[src/rtl/mul_share_arbiter_pkg.sv]
// Shared constants, FSM encoding and adder-tree helper
// for the shared-multiplier arbiter.
package mul_share_arbiter_pkg;

  localparam int N_REQ  = 4;
  localparam int ID_W   = 2;
  localparam int OP_W   = 16;
  localparam int PROD_W = 32;

  typedef enum logic [1:0] {
    IDLE = 2'd0,
    CALC = 2'd1,
    HOLD = 2'd2
  } state_t;

  typedef struct packed {
    logic [PROD_W-1:0] s;
    logic [PROD_W-1:0] c;
  } csa_t;

  // 3:2 carry-save compressor; carry is pre-shifted
  function automatic csa_t csa(
    input logic [PROD_W-1:0] x,
    input logic [PROD_W-1:0] y,
    input logic [PROD_W-1:0] z
  );
    csa_t r;
    r.s = x ^ y ^ z;
    r.c = ((x & y) | (x & z) | (y & z)) << 1;
    return r;
  endfunction

endpackage

[src/rtl/mul_share_arbiter_mult.sv]
// 16x16 signed multiplier: radix-4 Booth partial
// products reduced by a carry-save tree.
module TopMultiplier
  import mul_share_arbiter_pkg::*;
(
  input  logic [OP_W-1:0]   a,
  input  logic [OP_W-1:0]   b,
  output logic [PROD_W-1:0] p
);

  logic [PROD_W-1:0] a_ext;
  logic [OP_W:0]     be;
  logic [PROD_W-1:0] pp [8];
  logic [2:0]        trip;
  logic [PROD_W-1:0] v;

  assign a_ext = {{(PROD_W-OP_W){a[OP_W-1]}}, a};
  assign be    = {b, 1'b0};

  always_comb begin
    trip = '0;
    v    = '0;
    for (int j = 0; j < 8; j++) begin
      trip = be[2*j+2 -: 3];
      unique case (trip)
        3'b001, 3'b010: v = a_ext;
        3'b011:         v = a_ext << 1;
        3'b100:         v = -(a_ext << 1);
        3'b101, 3'b110: v = -a_ext;
        default:        v = '0;
      endcase
      pp[j] = v << (2 * j);
    end
  end

  // Reduction: 8 -> 6 -> 4 -> 3 -> 2 rows
  csa_t l1a, l1b, l2a, l2b, l3, l4;

  assign l1a = csa(pp[0], pp[1], pp[2]);
  assign l1b = csa(pp[3], pp[4], pp[5]);
  assign l2a = csa(l1a.s, l1a.c, l1b.s);
  assign l2b = csa(l1b.c, pp[6], pp[7]);
  assign l3  = csa(l2a.s, l2a.c, l2b.s);
  assign l4  = csa(l3.s, l3.c, l2b.c);

  assign p = l4.s + l4.c;

endmodule

[src/rtl/mul_share_arbiter.sv]
// Round-robin arbiter sharing one signed multiplier
// among four requesters, one transaction in flight.
module mul_share_arbiter
  import mul_share_arbiter_pkg::*;
#(
  parameter int N_REQ = mul_share_arbiter_pkg::N_REQ
) (
  input  logic                   clk,
  input  logic                   rst_n,
  input  logic [N_REQ-1:0]       req_valid,
  output logic [N_REQ-1:0]       req_ready,
  input  logic [OP_W*N_REQ-1:0]  req_a,
  input  logic [OP_W*N_REQ-1:0]  req_b,
  output logic                   rsp_valid,
  input  logic                   rsp_ready,
  output logic [ID_W-1:0]        rsp_id,
  output logic [PROD_W-1:0]      rsp_data,
  output logic                   busy
);

  state_t            state;
  logic [ID_W-1:0]   rr_ptr;
  logic [ID_W-1:0]   op_id;
  logic [OP_W-1:0]   op_a;
  logic [OP_W-1:0]   op_b;
  logic [PROD_W-1:0] prod;

  logic [ID_W-1:0]   gnt_id;
  logic [ID_W-1:0]   cand;
  logic              found;

  // First valid requester at or after rr_ptr, wrapping
  always_comb begin
    gnt_id    = '0;
    cand      = '0;
    found     = 1'b0;
    req_ready = '0;
    for (int k = 0; k < N_REQ; k++) begin
      cand = rr_ptr + ID_W'(k);
      if (!found && req_valid[cand]) begin
        found  = 1'b1;
        gnt_id = cand;
      end
    end
    if (rst_n && state == IDLE && found)
      req_ready[gnt_id] = 1'b1;
  end

  assign busy = (state != IDLE);

  TopMultiplier u_mult (
    .a (op_a),
    .b (op_b),
    .p (prod)
  );

  always_ff @(posedge clk) begin
    if (!rst_n) begin
      state     <= IDLE;
      rr_ptr    <= '0;
      op_id     <= '0;
      op_a      <= '0;
      op_b      <= '0;
      rsp_valid <= 1'b0;
      rsp_id    <= '0;
      rsp_data  <= '0;
    end else begin
      unique case (state)
        IDLE: begin
          if (found) begin
            op_a   <= req_a[gnt_id*OP_W +: OP_W];
            op_b   <= req_b[gnt_id*OP_W +: OP_W];
            op_id  <= gnt_id;
            rr_ptr <= gnt_id + 1'b1;
            state  <= CALC;
          end
        end
        CALC: begin
          rsp_data  <= prod;
          rsp_id    <= op_id;
          rsp_valid <= 1'b1;
          state     <= HOLD;
        end
        HOLD: begin
          if (rsp_ready) begin
            rsp_valid <= 1'b0;
            state     <= IDLE;
          end
        end
        default: state <= IDLE;
      endcase
    end
  end

endmodule
[config.mk]
export PLATFORM = sky130hd
export DESIGN_NAME = mul_share_arbiter
export DESIGN_NICKNAME = d
export VERILOG_FILES = /design/src/rtl/mul_share_arbiter_pkg.sv /design/src/rtl/mul_share_arbiter_mult.sv /design/src/rtl/mul_share_arbiter.sv
export SDC_FILE = /design/constraint.sdc
export NUM_CORES = 1
export LEC_CHECK = 0
export ABC_AREA = 1
export BUFFER_PORTS_ARGS = -buffer_cell sky130_fd_sc_hd__buf_2
export CAP_MARGIN = 0
export CORE_ASPECT_RATIO = 0.8
export CORE_MARGIN = 2
export CORE_UTILIZATION = 45
export CTS_BUF_LIST = sky130_fd_sc_hd__clkbuf_16
export DETAILED_ROUTE_END_ITERATION = 7
export GPL_TIMING_DRIVEN = 0
export PLACE_DENSITY = 0.72
export SYNTH_ARGS = -nofsm -noshare
export SYNTH_HDL_FRONTEND = slang
export SYNTH_SLANG_ARGS = --single-unit
[constraint.sdc]
create_clock -name clk -period 7.1 [get_ports clk]
set_clock_uncertainty 0.05 [all_clocks]
set_input_delay 1.42 -clock clk [delete_from_list [all_inputs] [get_ports clk]]
set_output_delay 1.42 -clock clk [all_outputs]
set_load 0.05 [all_outputs]
Yosys cells after proc, flatten, opt, wreduce, memory -nomap -nowiden
Cells that the tools add are included.
Cells by class
  add/sub/neg operators: 7
  magnitude comparators: 6
  equality and inequality tests: 49
  shifts and indexed selects: 2
  mux-type cells: 32
  bitwise logic cells: 42
  reduce and logical (&&, ||, !) cells: 29
Operators with widths (count)
  31-bit bitwise AND: 18
  32-bit bitwise XOR: 12
  31-bit bitwise OR: 12
  64-bit by 7-bit variable part select with 16-bit output: 2
  30-bit one-hot mux with 4 select lines: 1
  28-bit one-hot mux with 4 select lines: 1
  26-bit one-hot mux with 4 select lines: 1
  24-bit one-hot mux with 4 select lines: 1
  32-bit one-hot mux with 3 select lines: 1
  22-bit one-hot mux with 4 select lines: 1
  20-bit one-hot mux with 4 select lines: 1
  18-bit one-hot mux with 4 select lines: 1
  32-bit negator: 2
  3-bit equality test, second input constant: 21
  3-bit by 2-bit equality test with 1-bit output, second input constant: 14
  32-bit adder: 1
  2-bit OR reduction: 14
  3-bit by 1-bit equality test with 1-bit output, second input constant: 7
  2-bit by 3-bit less-than comparator with 1-bit output, second input constant: 5
  2-bit two-way mux: 6
  1-bit two-way mux: 10
  1-bit binary-select mux with 2-bit select: 4
  2-bit equality test, second input constant: 3
  1-bit logical AND: 6
  13 further kinds: 22
Word-level totals
  register bits: 73
  output and inout port bits: 40
  word-level logic and storage cells: 175

Longest topological paths before layout
Gate-level depths: netlist (run 1).
  depth in word-level cells: 17
  depth in mapped cells: 33

Hierarchy
From an unflattened synthesis (run 1), not the netlist that was laid out.
Second synthesis, totals
  cells, all modules: 1776
  area, all modules: 12321.8 um^2
By module, submodules not included
  TopMultiplier: instances 1, cells each 1169, area an instance 8426.8 um^2, sequential area each 0.0 um^2
  mul_share_arbiter: instances 1, cells each 607, area an instance 3895.0 um^2, sequential area each 1461.4 um^2

Worst setup path after synthesis (run 1)
OpenSTA, ideal clock, no wires.
  path kind: register to register
  start: register op_a[0]
  end: register rsp_data[26]
  library setup time: 59 ps
  arrival: 5940 ps
  data required time: 6991 ps
  path slack: 1051 ps
  stages on the path, launching flop included: 28
  buffers on the path: 1
  cell sequence: dfxtp_1 inv_1 clkbuf_1 ha_1 nand2_4 nor2_1 nand4_1 or2_2 nand2_1 inv_1 a221oi_1 fa_1 fa_1 fa_1 inv_1 fa_1 ha_1 nand2_1 nor2_1 nand3_1 nand3_1 a21oi_1 o21ai_0 a21boi_0 or2_2 nand3_1 o211ai_1 inv_1
Between the ends
  cells in the longest elaborated chain, start to end: 15
  elaborated cells on any way between the ends: 53
  those cells by class: 3 x add/sub; 8 x mux; 42 x bitwise
RTL lines
  start: declaration: RTL line mul_share_arbiter.sv:24  | logic [OP_W-1:0] op_a;
  start signal: assignment: RTL line mul_share_arbiter.sv:71  | op_a <= req_a[gnt_id*OP_W +: OP_W];
  32-bit negator, on equally long branches: RTL line mul_share_arbiter_mult.sv:29, mul_share_arbiter_mult.sv:28
  30-bit one-hot mux with 4 select lines (tied with other cells): RTL line mul_share_arbiter_mult.sv:25  | unique case (trip)
  31-bit bitwise AND: RTL line mul_share_arbiter_pkg.sv:29  | r.c = ((x & y) | (x & z) | (y & z)) << 1;
  31-bit bitwise OR (2 in a row): RTL line mul_share_arbiter_pkg.sv:29
  31-bit bitwise AND: RTL line mul_share_arbiter_pkg.sv:29
  31-bit bitwise OR (2 in a row): RTL line mul_share_arbiter_pkg.sv:29
  31-bit bitwise AND: RTL line mul_share_arbiter_pkg.sv:29
  31-bit bitwise OR (2 in a row): RTL line mul_share_arbiter_pkg.sv:29
  31-bit bitwise AND: RTL line mul_share_arbiter_pkg.sv:29
  31-bit bitwise OR (2 in a row): RTL line mul_share_arbiter_pkg.sv:29
  32-bit adder *: RTL line mul_share_arbiter_mult.sv:46  | assign p = l4.s + l4.c;
  end signal: assignment: RTL line mul_share_arbiter.sv:79  | rsp_data <= prod;
  end: declaration: RTL line mul_share_arbiter.sv:17  | output logic [PROD_W-1:0] rsp_data,
Mark *: on every way between the ends. The rest lies on a longest branch, timed or not.
A chain may end at the register's enable or synchronous reset.

Worst setup path after layout (run 1)
  start: register op_b[7]
  end: register rsp_data[26]
Between the ends
  cells in the longest elaborated chain, start to end: 15
  elaborated cells on any way between the ends: 51
  those cells by class: 1 x add/sub; 12 x eq/ne; 2 x mux; 32 x bitwise; 4 x reduce/logical
RTL lines
  start: declaration: RTL line mul_share_arbiter.sv:25  | logic [OP_W-1:0] op_b;
  start signal: assignment: RTL line mul_share_arbiter.sv:72  | op_b <= req_b[gnt_id*OP_W +: OP_W];
  3-bit equality test (tied with other cells): RTL line mul_share_arbiter_mult.sv:25
  2-bit OR reduction: RTL line mul_share_arbiter_mult.sv:25
  26-bit one-hot mux with 4 select lines / 24-bit one-hot mux with 4 select lines (equally long branches): RTL line mul_share_arbiter_mult.sv:25
  32-bit bitwise XOR / 31-bit bitwise AND (equally long branches): RTL line mul_share_arbiter_pkg.sv:28, mul_share_arbiter_pkg.sv:29
  32-bit bitwise XOR / 31-bit bitwise OR (equally long branches): RTL line mul_share_arbiter_pkg.sv:28, mul_share_arbiter_pkg.sv:29
  31-bit bitwise AND / 31-bit bitwise OR (equally long branches): RTL line mul_share_arbiter_pkg.sv:29
  31-bit bitwise OR / 32-bit bitwise XOR (equally long branches) (2 in a row): RTL line mul_share_arbiter_pkg.sv:29, mul_share_arbiter_pkg.sv:28
  31-bit bitwise AND: RTL line mul_share_arbiter_pkg.sv:29
  31-bit bitwise OR (2 in a row): RTL line mul_share_arbiter_pkg.sv:29
  31-bit bitwise AND: RTL line mul_share_arbiter_pkg.sv:29
  31-bit bitwise OR (2 in a row): RTL line mul_share_arbiter_pkg.sv:29
  32-bit adder *: RTL line mul_share_arbiter_mult.sv:46
Marks and branches as above.

==> impl_metrics.csv, run 1 <==
group,metric,value,unit
floorplanning,floorplan.core_area,0.0270,mm2
timing,post-route-worst-setup-slack,0.199,ns
floorplanning,placement_rows,54,
floorplanning,initial_util,45.3,%
critical_path,timing.critical_path.to_type,"flip-flop",
timing,worst_slew_pin_slew,0.935,ns
synth,synth_largest_type_area_fraction,21.4,%
cells_and_area,layout_cell_share_with_drive_strength_beyond_1,16.3,%
detailed_routing,drt_first_pass_iters,7,
global_routing,grt_antenna_before_repair,0,
synth,ys_seq_area_share,11.9,%
critical_path,worst-r2r-cell-count,26,
global_routing,via_count_of_the_first_global_routing_pass,13200,
clock_tree,clk_latency,0.36,ns
synth,yosysTopAreaCell,"sky130_fd_sc_hd__fa_1",
floorplanning,die-area,0.0286,mm2
synth,synthTopCellsByArea,"sky130_fd_sc_hd__fa_1 (21%), sky130_fd_sc_hd__dfxtp_1 (12%), sky130_fd_sc_hd__inv_1 (8.7%), sky130_fd_sc_hd__nand2_1 (6.8%), sky130_fd_sc_hd__o21ai_0 (6.7%)",
job,drv_cap,0,
detailed_routing,remaining_drc_errors,0,
critical_path,cp.required,7.35,ns
clock_tree,clockBufferDepth,2,
timing,period_needed,6.90,ns
global_routing,pin_count_of_the_biggest_net_entering_global_routing,13,
hold_path,hold_path.class,"reg2reg",
critical_path,arrival_time_worst_endpoint,7.15,ns
place,dpl.hpwl,45100,um
timing,timing.final.setup_violations,0,
global_routing,global_route_usage_sum,38.3,%
clock_tree,numClockSinks,73,
critical_path,timing.critical_path.fanout_max,10,
cells_and_area,stdcell_area,0.0141,mm2
detailed_routing,routedWlPerCell,23.5,um
floorplanning,dieHeight,152,um
synth,postSynthNetCount,2096,
synth,yosysWarningCount,0,
clock_tree,cts_tree,"done",
critical_path,timing_worst_setup_path_type,"reg2reg",
timing,fmax,145,MHz
synth,synth-edff-count,0,
cells_and_area,area_growth,15.0,%
place,place.port_buffers,173,
synth,synth-async-reset-ratio,0,%
clock_tree,cts-hold-fix-buffers,0,
place,post-place-ws,-0.809,ns
hold_path,timing.hold.worst_path_depth,2,
detailed_routing,initial_drc_count,1640,
global_routing,grt_pass1_wl,80900,um
place,routabilityCongestion,1.03,
synth,synth.ff_latch_count,73,
synth,postSynthAreaPerCell,6.90,um2
synth,synthCells,1777,
clock_tree,cts-htree-levels,3,
clock_tree,root_buffer_master,"sky130_fd_sc_hd__clkbuf_16",
timing,setup_tns,0,ns
detailed_routing,dr_vias_cell,5.97,
timing,fin_crit_sh,97.2,%
cells_and_area,antenna_cells,0,
detailed_routing,total_via_count_in_the_routed_design,13900,
timing,timing_max_transition_violations_final,0,
critical_path,setup.worst_path.start_class,"flip-flop",
clock_tree,clk_transition_reported_paths,0.06,ns
floorplanning,die_w,189,um
place,placed_cell_area,0.0136,mm2
synth,netlist_area,0.0123,mm2
floorplanning,design.portCount,175,
cells_and_area,nNetsFinal,2286,
synth,synth_top_flop_cell,"sky130_fd_sc_hd__dfxtp_1",
global_routing,remaining_global_route_overflow,0,
detailed_routing,route.final.wire_length,54900,um
timing,worst_slew_margin_rel,37.2,%
clock_tree,cts_buffers,9,
timing,finalHoldViolations,0,
status,outcome,"completed",
detailed_routing,antenna_viol_nets_final,0,
synth,synthDistinctLibCells,51,
cell usage in the layout, fill, tap and decap left out, types with 50 or more instances in the layout:
cell type,n
sky130_fd_sc_hd__inv_1,282
sky130_fd_sc_hd__nand2_1,218
sky130_fd_sc_hd__nor2_1,196
sky130_fd_sc_hd__buf_2,187
sky130_fd_sc_hd__o21ai_0,162
sky130_fd_sc_hd__fa_1,131
sky130_fd_sc_hd__o22ai_1,115
sky130_fd_sc_hd__a21oi_1,112
sky130_fd_sc_hd__dfxtp_1,72
sky130_fd_sc_hd__nand3_1,58
sky130_fd_sc_hd__clkbuf_1,58
sky130_fd_sc_hd__ha_1,50
synth_stat cells (11+ instances only):
master,count
sky130_fd_sc_hd__fa_1,131
sky130_fd_sc_hd__o21ai_1,11
sky130_fd_sc_hd__a21oi_1,118
sky130_fd_sc_hd__clkbuf_1,64
sky130_fd_sc_hd__inv_1,283
sky130_fd_sc_hd__dfxtp_1,73
sky130_fd_sc_hd__o31ai_1,16
sky130_fd_sc_hd__ha_1,53
sky130_fd_sc_hd__o211ai_1,39
sky130_fd_sc_hd__xor2_1,11
sky130_fd_sc_hd__nor3_1,11
sky130_fd_sc_hd__clkinv_1,13
sky130_fd_sc_hd__nor2_1,198
sky130_fd_sc_hd__o21ai_0,164
sky130_fd_sc_hd__buf_2,14
sky130_fd_sc_hd__nand4_1,12
sky130_fd_sc_hd__o221ai_1,18
sky130_fd_sc_hd__o22ai_1,115
sky130_fd_sc_hd__a221oi_1,28
sky130_fd_sc_hd__nand3_1,59
sky130_fd_sc_hd__nand2_1,223
sky130_fd_sc_hd__inv_2,17
worst paths after layout:
path	startpoint	to	slack, ns
max	op_b[7]	rsp_data[26]	0.20
min	rsp_data[0]	rsp_data[0]	0.42
max reg2reg	op_b[7]	rsp_data[26]	0.20
min reg2reg	rsp_data[0]	rsp_data[0]	0.42
layout make-up:
type / count / area, um2
multi-input combinational: 1292 / 9270
buffer: 96 / 473
clock buffer: 9 / 225
fill: 2809 / 12900
inverter: 315 / 1200
timing repair buffer: 180 / 918
clock inverter: 7 / 86.3
tap: 364 / 455
sequential: 73 / 1460
routing by layer:
metal,track usage [%],vias to the layer above,wire [um]
met5,2.10,-,78
met4,16.1,2,2460
met3,13.3,132,6890
met2,56.5,840,22500
met1,50.8,6615,22900
li1,-,6358,-
critical path, cell delays in order (launching register included):
cell and delay (ns):
sky130_fd_sc_hd__dfxtp_1 0.38, sky130_fd_sc_hd__inv_2 0.17, sky130_fd_sc_hd__nand2_1 0.12, sky130_fd_sc_hd__nor2_1 0.35
sky130_fd_sc_hd__clkbuf_1 0.53, sky130_fd_sc_hd__clkinv_1 0.51, sky130_fd_sc_hd__o22ai_1 0.25, sky130_fd_sc_hd__a21oi_1 0.05
sky130_fd_sc_hd__o21ai_0 0.19, sky130_fd_sc_hd__fa_1 0.55, sky130_fd_sc_hd__inv_1 0.11, sky130_fd_sc_hd__fa_1 0.44
sky130_fd_sc_hd__fa_1 0.54, sky130_fd_sc_hd__inv_1 0.05, sky130_fd_sc_hd__fa_1 0.48, sky130_fd_sc_hd__ha_1 0.37
sky130_fd_sc_hd__nand2_1 0.10, sky130_fd_sc_hd__nor2_2 0.21, sky130_fd_sc_hd__nand3_1 0.12, sky130_fd_sc_hd__nand3_1 0.19
sky130_fd_sc_hd__a21oi_2 0.10, sky130_fd_sc_hd__o21ai_1 0.26, sky130_fd_sc_hd__a21boi_0 0.16, sky130_fd_sc_hd__or2_2 0.29
sky130_fd_sc_hd__nand3_1 0.08, sky130_fd_sc_hd__o211ai_1 0.10, sky130_fd_sc_hd__inv_1 0.08
cell families (layout without fill, tap and decap cells):
family | count (synthesis) | after routing | share of synthesized area [%]
AND/OR/NAND/NOR | 545 | 545 | 19.3
AO/OA/AOI/OAI | 543 | 543 | 27.1
buffers and inverters | 412 | 607 | 13.4
adder cells (fa/ha/maj) | 184 | 184 | 26.8
flip-flops | 73 | 73 | 11.9
XOR/XNOR | 19 | 19 | 1.42
multiplexers | 1 | 1 | 0.0817
per-stage QoR:
step	hold WS, ns	utilization, %	std cells
6_report	0.416	52.1	2336
5_1_grt	0.450	52.1	2336
4_1_cts	0.417	51.6	2333
3_5_place_dp	0.407	50.2	2314
3_3_place_gp	0.409	50.2	2314
2_1_floorplan	0.401	-	1777
state kept, by name, summed over array words and instances, names as in the netlist:
name and flops:
op_a 16, op_b 16, op_id 2, rr_ptr 2, rsp_data 32, rsp_id 2, rsp_valid 1, state 2
what timing repair did:
action                                  CTS  global route
endpoints found under the setup margin   12             7
resized for setup                        15            36
pin swaps                                 1             3
endpoints found under the hold margin     0             0
buffers inserted                          3             4
Power of run 1 is not shown: default switching activity piles up to over one toggle a cycle in this logic, so the estimate is an artifact.
==> inputs of run 2 (changes only) <==
--- a/config.mk
+++ b/config.mk
@@ -9,7 +9,7 @@
 export BUFFER_PORTS_ARGS = -buffer_cell sky130_fd_sc_hd__buf_2
 export CAP_MARGIN = 0
 export CORE_ASPECT_RATIO = 0.8
-export CORE_MARGIN = 2
+export CORE_MARGIN = 1
 export CORE_UTILIZATION = 45
 export CTS_BUF_LIST = sky130_fd_sc_hd__clkbuf_16
 export DETAILED_ROUTE_END_ITERATION = 7
@@ -17,4 +17,5 @@
 export PLACE_DENSITY = 0.72
 export SYNTH_ARGS = -nofsm -noshare
 export SYNTH_HDL_FRONTEND = slang
+export SYNTH_HIERARCHICAL = 1
 export SYNTH_SLANG_ARGS = --single-unit
==> run 2 against run 1 <==
Against the previous run: die area shrank 1.8%; first-iteration DRC count increased by 3.4%; wire length fell by 3.0%; critical endpoint is now rsp_data[25]; highest routed layer is now met4.
==> impl_metrics.csv, run 2 <==
group,metric,value,unit
synth,synth-edff-count,0,
synth,synthTopCellsByArea,"sky130_fd_sc_hd__fa_1 (21%), sky130_fd_sc_hd__dfxtp_1 (12%), sky130_fd_sc_hd__nand2_1 (7.3%), sky130_fd_sc_hd__nand3_1 (7.1%), sky130_fd_sc_hd__inv_1 (6.6%)",
critical_path,timing.critical_path.fanout_max,10,
status,outcome,"completed",
cells_and_area,largest-register,"rsp_data",
synth,synthMuxAreaShare,0,%
timing,unrepaired_setup_endpoints_after_global_routing,"false",
clock_tree,clockBufferDepth,2,
place,routabilityCongestion,1.01,
cells_and_area,largest_register_ffs,32,
cells_and_area,layout_common_cells,"sky130_fd_sc_hd__nand2_1 (239), sky130_fd_sc_hd__inv_1 (217), sky130_fd_sc_hd__nor2_1 (209), sky130_fd_sc_hd__buf_2 (193), sky130_fd_sc_hd__nand3_1 (175)",
clock_tree,cts-htree-levels,3,
synth,yosys.area_share.adder,26.3,%
place,place.port_buffers,173,
detailed_routing,antenna_viol_nets_final,0,
timing,fin_crit_sh,94.9,%
floorplanning,floorplan.core_area,0.0266,mm2
cells_and_area,nNetsFinal,2277,
timing,worst_slew_margin_rel,48.4,%
synth,postSynthAreaPerCell,6.94,um2
global_routing,grt_antenna_before_repair,0,
synth,yosysWarningCount,6,
timing,post-route-worst-setup-slack,0.366,ns
timing,timing.final.setup_violations,0,
detailed_routing,initial_drc_count,1696,
critical_path,cpMostUsedCell,"sky130_fd_sc_hd__inv_1",
clock_tree,cts_tree,"done",
synth,synth-async-reset-ratio,0,%
clock_tree,clk_transition_reported_paths,0.06,ns
synth,dominant_combinational_cell_family_by_area_after_synthesis,"simple AND/OR/NAND/NOR gates",
critical_path,arrival_time_worst_endpoint,6.98,ns
cells_and_area,layout.core_utilization,52.7,%
global_routing,pin_count_of_the_biggest_net_entering_global_routing,16,
floorplanning,placement_rows,53,
cells_and_area,stdcell_area,0.0140,mm2
cells_and_area,largest_registers,"rsp_data (32), op_a (16), op_b (16)",
synth,synth_top_flop_cell,"sky130_fd_sc_hd__dfxtp_1",
global_routing,grt_pass1_wl,80100,um
job,drv_cap,0,
floorplanning,initial_util,46.3,%
critical_path,setup.worst_path.start_class,"flip-flop",
timing,timing_max_transition_violations_final,0,
cells_and_area,antenna_cells,0,
floorplanning,dieHeight,150,um
floorplanning,die_w,187,um
critical_path,timing.critical_path.to_type,"flip-flop",
synth,ys_seq_area_share,11.9,%
detailed_routing,route.final.wire_length,53300,um
global_routing,global_route_usage_sum,38.2,%
global_routing,remaining_global_route_overflow,0,
synth,postSynthNetCount,2091,
detailed_routing,total_via_count_in_the_routed_design,14000,
critical_path,critPathSlowestCell,"sky130_fd_sc_hd__fa_1",
synth,synthCells,1776,
synth,synth-simple-area-share,26.5,%
detailed_routing,dr_vias_cell,6.01,
place,placed_cell_area,0.0136,mm2
critical_path,cp.required,7.34,ns
timing,fmax,148,MHz
hold_path,hold_path.class,"reg2reg",
clock_tree,numClockSinks,73,
detailed_routing,remaining_drc_errors,0,
critical_path,critPathMaxStageDelay,0.67,ns
cells_and_area,layout_cell_share_with_drive_strength_beyond_1,16.2,%
synth,netlist_area,0.0123,mm2
critical_path,timing_worst_setup_path_type,"reg2reg",
cells_and_area,mostFrequentLayoutCell,"sky130_fd_sc_hd__nand2_1",
place,dpl.hpwl,44000,um
place,post-place-ws,-0.502,ns
clock_tree,cts-hold-fix-buffers,0,
critical_path,worst-path-buf-inv,6,
floorplanning,die-area,0.0281,mm2
critical_path,critical-path-top-delay-family,"adder cells",
clock_tree,cts_buffers,9,
synth,compound_gate_fraction_of_synth_area,21.8,%
synth,yosysTopAreaCell,"sky130_fd_sc_hd__fa_1",
synth,most_used_standard_cell_by_instance_count_after_synthesis,"sky130_fd_sc_hd__nand2_1",
synth,synth.cells.most_frequent,"sky130_fd_sc_hd__nand2_1 (241), sky130_fd_sc_hd__inv_1 (218), sky130_fd_sc_hd__nor2_1 (209)",
timing,worst_slew_pin_slew,0.770,ns
synth,synth_largest_type_area_fraction,21.3,%
cells_and_area,area_growth,13.7,%
global_routing,via_count_of_the_first_global_routing_pass,13300,
clock_tree,clk_latency,0.36,ns
clock_tree,root_buffer_master,"sky130_fd_sc_hd__clkbuf_16",
timing,finalHoldViolations,0,
synth,synthDistinctLibCells,47,
synth,synth-xor-area-share,1.99,%
detailed_routing,drt_first_pass_iters,6,
synth,synth.ff_latch_count,73,
floorplanning,design.portCount,175,
timing,period_needed,6.73,ns
detailed_routing,routedWlPerCell,22.9,um
==> run 2: changes by cell type after synthesis, sizes merged, moves of 6 or more <==
cell / change
a21oi: -21
a221oi: +6
inv: -62
nand2: +17
nand3: +122
nor2: +23
nor3: -6
o211ai: -40
o21ai: -19
o22ai: -20
o31ai: -14
xor2: +7
==> run 2: timing repair <==
item                                    in CTS  in global routing
endpoints found under the setup margin       9                 12
pin swaps                                    0                  1
buffers inserted                             0                  5
hold endpoints to repair                     0                  0
gates resized for setup                      3                  9
==> run 2: worst min-delay path, delay by kind of cell, from the launching register on <==
family / cells / cell delay [ns]
flops: 1 / 0.32
simple gates: 2 / 0.12
==> run 2: final timing paths <==
check / cells after the start / slack (ns) / start / endpoint
hold / removal: 2 / 0.43 / rsp_data[25] / rsp_data[25]
setup / recovery: 26 / 0.37 / op_a[1] / rsp_data[25]
hold reg to reg: 2 / 0.43 / rsp_data[25] / rsp_data[25]
setup reg to reg: 26 / 0.37 / op_a[1] / rsp_data[25]
==> run 2: cell families after synthesis <==
group	count (synthesis)
and+or+nand+nor	701
AOI/OAI and AO/OA	445
xor gates and xnor gates	28
DFF	73
adders and majority gates	180
buffers and inverters	349
==> run 2: final cells by class <==
type / count / area [um2]
Sequential cell: 73 / 1460
Timing Repair Buffer: 178 / 903
Clock inverter: 7 / 83.8
Inverter: 249 / 947
Buffer: 97 / 483
Tap cell: 357 / 447
Multi-Input combinational cell: 1354 / 9460
Fill cell: 2762 / 12600
Clock buffer: 9 / 225
==> run 2: routing by layer <==
metal / share of wire, % / global-route usage [%]
met5: 0 / 0
met4: 2.7 / 11.3
met3: 12 / 11.8
met2: 41 / 56.6
met1: 44 / 53.0
==> run 2: metrics by stage <==
| stage | cells | hold slack [ns] | TNS [ns] |
|---|---|---|---|
| global route | 2324 | 0.448 | 0 |
| finish | 2324 | 0.428 | 0 |
| detailed placement | 2306 | 0.416 | -1.85 |
| floorplan | 1776 | 0.401 | 0 |
| global placement | 2306 | 0.406 | -1.70 |
| CTS | 2320 | 0.431 | 0 |
Power of run 2 is left out for the same reason.
==> inputs of run 3 (changes only) <==
--- a/config.mk
+++ b/config.mk
@@ -10,11 +10,11 @@
 export CAP_MARGIN = 0
 export CORE_ASPECT_RATIO = 0.8
 export CORE_MARGIN = 1
-export CORE_UTILIZATION = 45
+export CORE_UTILIZATION = 54
 export CTS_BUF_LIST = sky130_fd_sc_hd__clkbuf_16
 export DETAILED_ROUTE_END_ITERATION = 7
 export GPL_TIMING_DRIVEN = 0
-export PLACE_DENSITY = 0.72
+export PLACE_DENSITY = 0.82
 export SYNTH_ARGS = -nofsm -noshare
 export SYNTH_HDL_FRONTEND = slang
 export SYNTH_HIERARCHICAL = 1
==> run 3 against run 2 <==
Against the previous run: the flow now finishes with violations (DRC); maximum frequency decreased by 1.9%; critical path depth unchanged; sequential share of layout area about the same.
==> impl_metrics.csv, run 3 (synthesized netlist as in run 2, its figures left out) <==
group,metric,value,unit
status,outcome,"finished with violations",
status,violations,"DRC",
global_routing,via_count_of_the_first_global_routing_pass,13200,
detailed_routing,remaining_drc_errors,5,
detailed_routing,initial_drc_count,1866,
global_routing,grt_pass1_wl,77000,um
clock_tree,root_buffer_master,"sky130_fd_sc_hd__clkbuf_16",
global_routing,remaining_global_route_overflow,0,
hold_path,holdCritStartpoint,"rsp_data[17]",
cells_and_area,largest-register,"rsp_data",
clock_tree,cts-htree-levels,3,
clock_tree,clk_latency,0.36,ns
detailed_routing,drt_first_pass_iters,8,
timing,timing_max_transition_violations_final,0,
timing,worst_slew_margin_rel,26.6,%
detailed_routing,routedWlPerCell,23.1,um
timing,worst_slew_pin_slew,1.10,ns
place,routabilityCongestion,1.03,
cells_and_area,largest_register_ffs,32,
critical_path,critPathMaxStageDelay,0.60,ns
hold_path,min_to,"rsp_data[17]",
floorplanning,placement_rows,49,
floorplanning,floorplan.core_area,0.0224,mm2
cells_and_area,largest_registers,"rsp_data (32), op_a (16), op_b (16)",
global_routing,global_route_usage_sum,44.9,%
hold_path,timing.hold.worst_path_depth,2,
detailed_routing,total_via_count_in_the_routed_design,14500,
timing,finalHoldViolations,0,
detailed_routing,dr_vias_cell,6.37,
timing,fin_crit_sh,96.7,%
detailed_routing,antenna_viol_nets_final,0,
cells_and_area,area_growth,13.1,%
critical_path,arrival_time_worst_endpoint,7.06,ns
clock_tree,cts_buffers,9,
critical_path,critical_path.reg2reg.startpoint,"op_a[1]",
cells_and_area,mostFrequentLayoutCell,"sky130_fd_sc_hd__nand2_1",
critical_path,r2r_end,"rsp_data[28]",
timing,unrepaired_setup_endpoints_after_global_routing,"false",
timing,setup_tns,0,ns
timing,period_needed,6.87,ns
global_routing,pin_count_of_the_biggest_net_entering_global_routing,16,
critical_path,timing.critical_path.to_type,"flip-flop",
floorplanning,initial_util,54.9,%
timing,fmax,146,MHz
detailed_routing,route.final.wire_length,52500,um
floorplanning,die-area,0.0234,mm2
cells_and_area,nNetsFinal,2277,
cells_and_area,layout_cell_share_with_drive_strength_beyond_1,16.1,%
global_routing,grt_antenna_before_repair,1,
floorplanning,design.portCount,175,
job,drv_cap,0,
cells_and_area,layout.cells.non_filler,2273,
place,dpl.hpwl,42600,um
clock_tree,cts_tree,"done",
critical_path,cp.required,7.30,ns
timing,timing.final.setup_violations,0,
hold_path,hold_path.class,"reg2reg",
critical_path,worst-r2r-cell-count,26,
critical_path,timing.critical_path.fanout_max,10,
clock_tree,numClockSinks,73,
critical_path,setup.worst_path.start_class,"flip-flop",
clock_tree,clk_transition_reported_paths,0.06,ns
cells_and_area,layout_common_cells,"sky130_fd_sc_hd__nand2_1 (239), sky130_fd_sc_hd__inv_1 (217), sky130_fd_sc_hd__nor2_1 (209), sky130_fd_sc_hd__buf_2 (193), sky130_fd_sc_hd__nand3_1 (175)",
critical_path,timing_worst_setup_path_type,"reg2reg",
cells_and_area,antenna_cells,0,
floorplanning,die_w,171,um
place,place.port_buffers,173,
critical_path,r2r_setup_slack,0.23,ns
cells_and_area,layout.core_utilization,62.1,%
critical_path,critPathSlowestCell,"sky130_fd_sc_hd__fa_1",
place,placed_cells_incl_taps,2255,
floorplanning,dieHeight,137,um
clock_tree,clockBufferDepth,2,
## run 3: metal layers
metal / share of wire [%] / track usage [%]
met1: 39 / 56.2
met2: 42 / 67.5
met3: 15 / 20.6
met4: 3.7 / 16.4
met5: 0.097 / 1.74
## run 3: cell type report
| type | count | area (um2) |
|---|---|---|
| multi-input cells | 1354 | 9450 |
| flip-flops and latches | 73 | 1460 |
| clock buffers | 9 | 225 |
| inverters | 249 | 947 |
| plain buffers | 97 | 483 |
| clock inverters | 7 | 82.6 |
| repair buffers | 178 | 903 |
| fillers | 2172 | 8500 |
| well taps | 306 | 383 |
## run 3: metrics by stage
| step | hold slack, ns | area, um2 | worst slack, ns |
|---|---|---|---|
| 2_1_floorplan | 0.401 | 12300 | 1.05 |
| 3_3_place_gp | 0.405 | 13600 | -0.287 |
| 3_5_place_dp | 0.416 | 13600 | -0.366 |
| 4_1_cts | 0.431 | 13900 | 0.00416 |
| 5_1_grt | 0.456 | 13900 | 0.0136 |
| 6_report | 0.425 | 13900 | 0.235 |
## run 3: repair_timing
item,CTS,global route
cloned,0,0
pin swaps,0,1
resized for setup,1,9
setup buffers,0,5
hold buffers,0,0
setup endpoints to repair,6,12
## run 3: critical path: cells and delay by family, from the launching register on
kind | cells | cell delay (ns)
buf+inv | 4 | 0.80
simple gates | 6 | 0.80
fa+ha+maj | 6 | 2.77
flops | 1 | 0.54
compound gates | 9 | 1.63
xor+xnor | 1 | 0.14
## run 3: how the worst max path moves through the flow
stage / startpoint / end / slack, ns / cells after the start
2_1_floorplan: op_a[1] / rsp_data[25] / 1.05 / 29
3_3_place_gp: op_a[1] / rsp_data[25] / -0.29 / 29
3_5_place_dp: op_a[1] / rsp_data[25] / -0.37 / 29
4_1_cts: op_a[0] / rsp_data[25] / 0.004 / 28
5_1_grt: op_a[0] / rsp_data[28] / 0.01 / 28
6_report: op_a[1] / rsp_data[28] / 0.23 / 26
Power of run 3 is left out for the same reason.
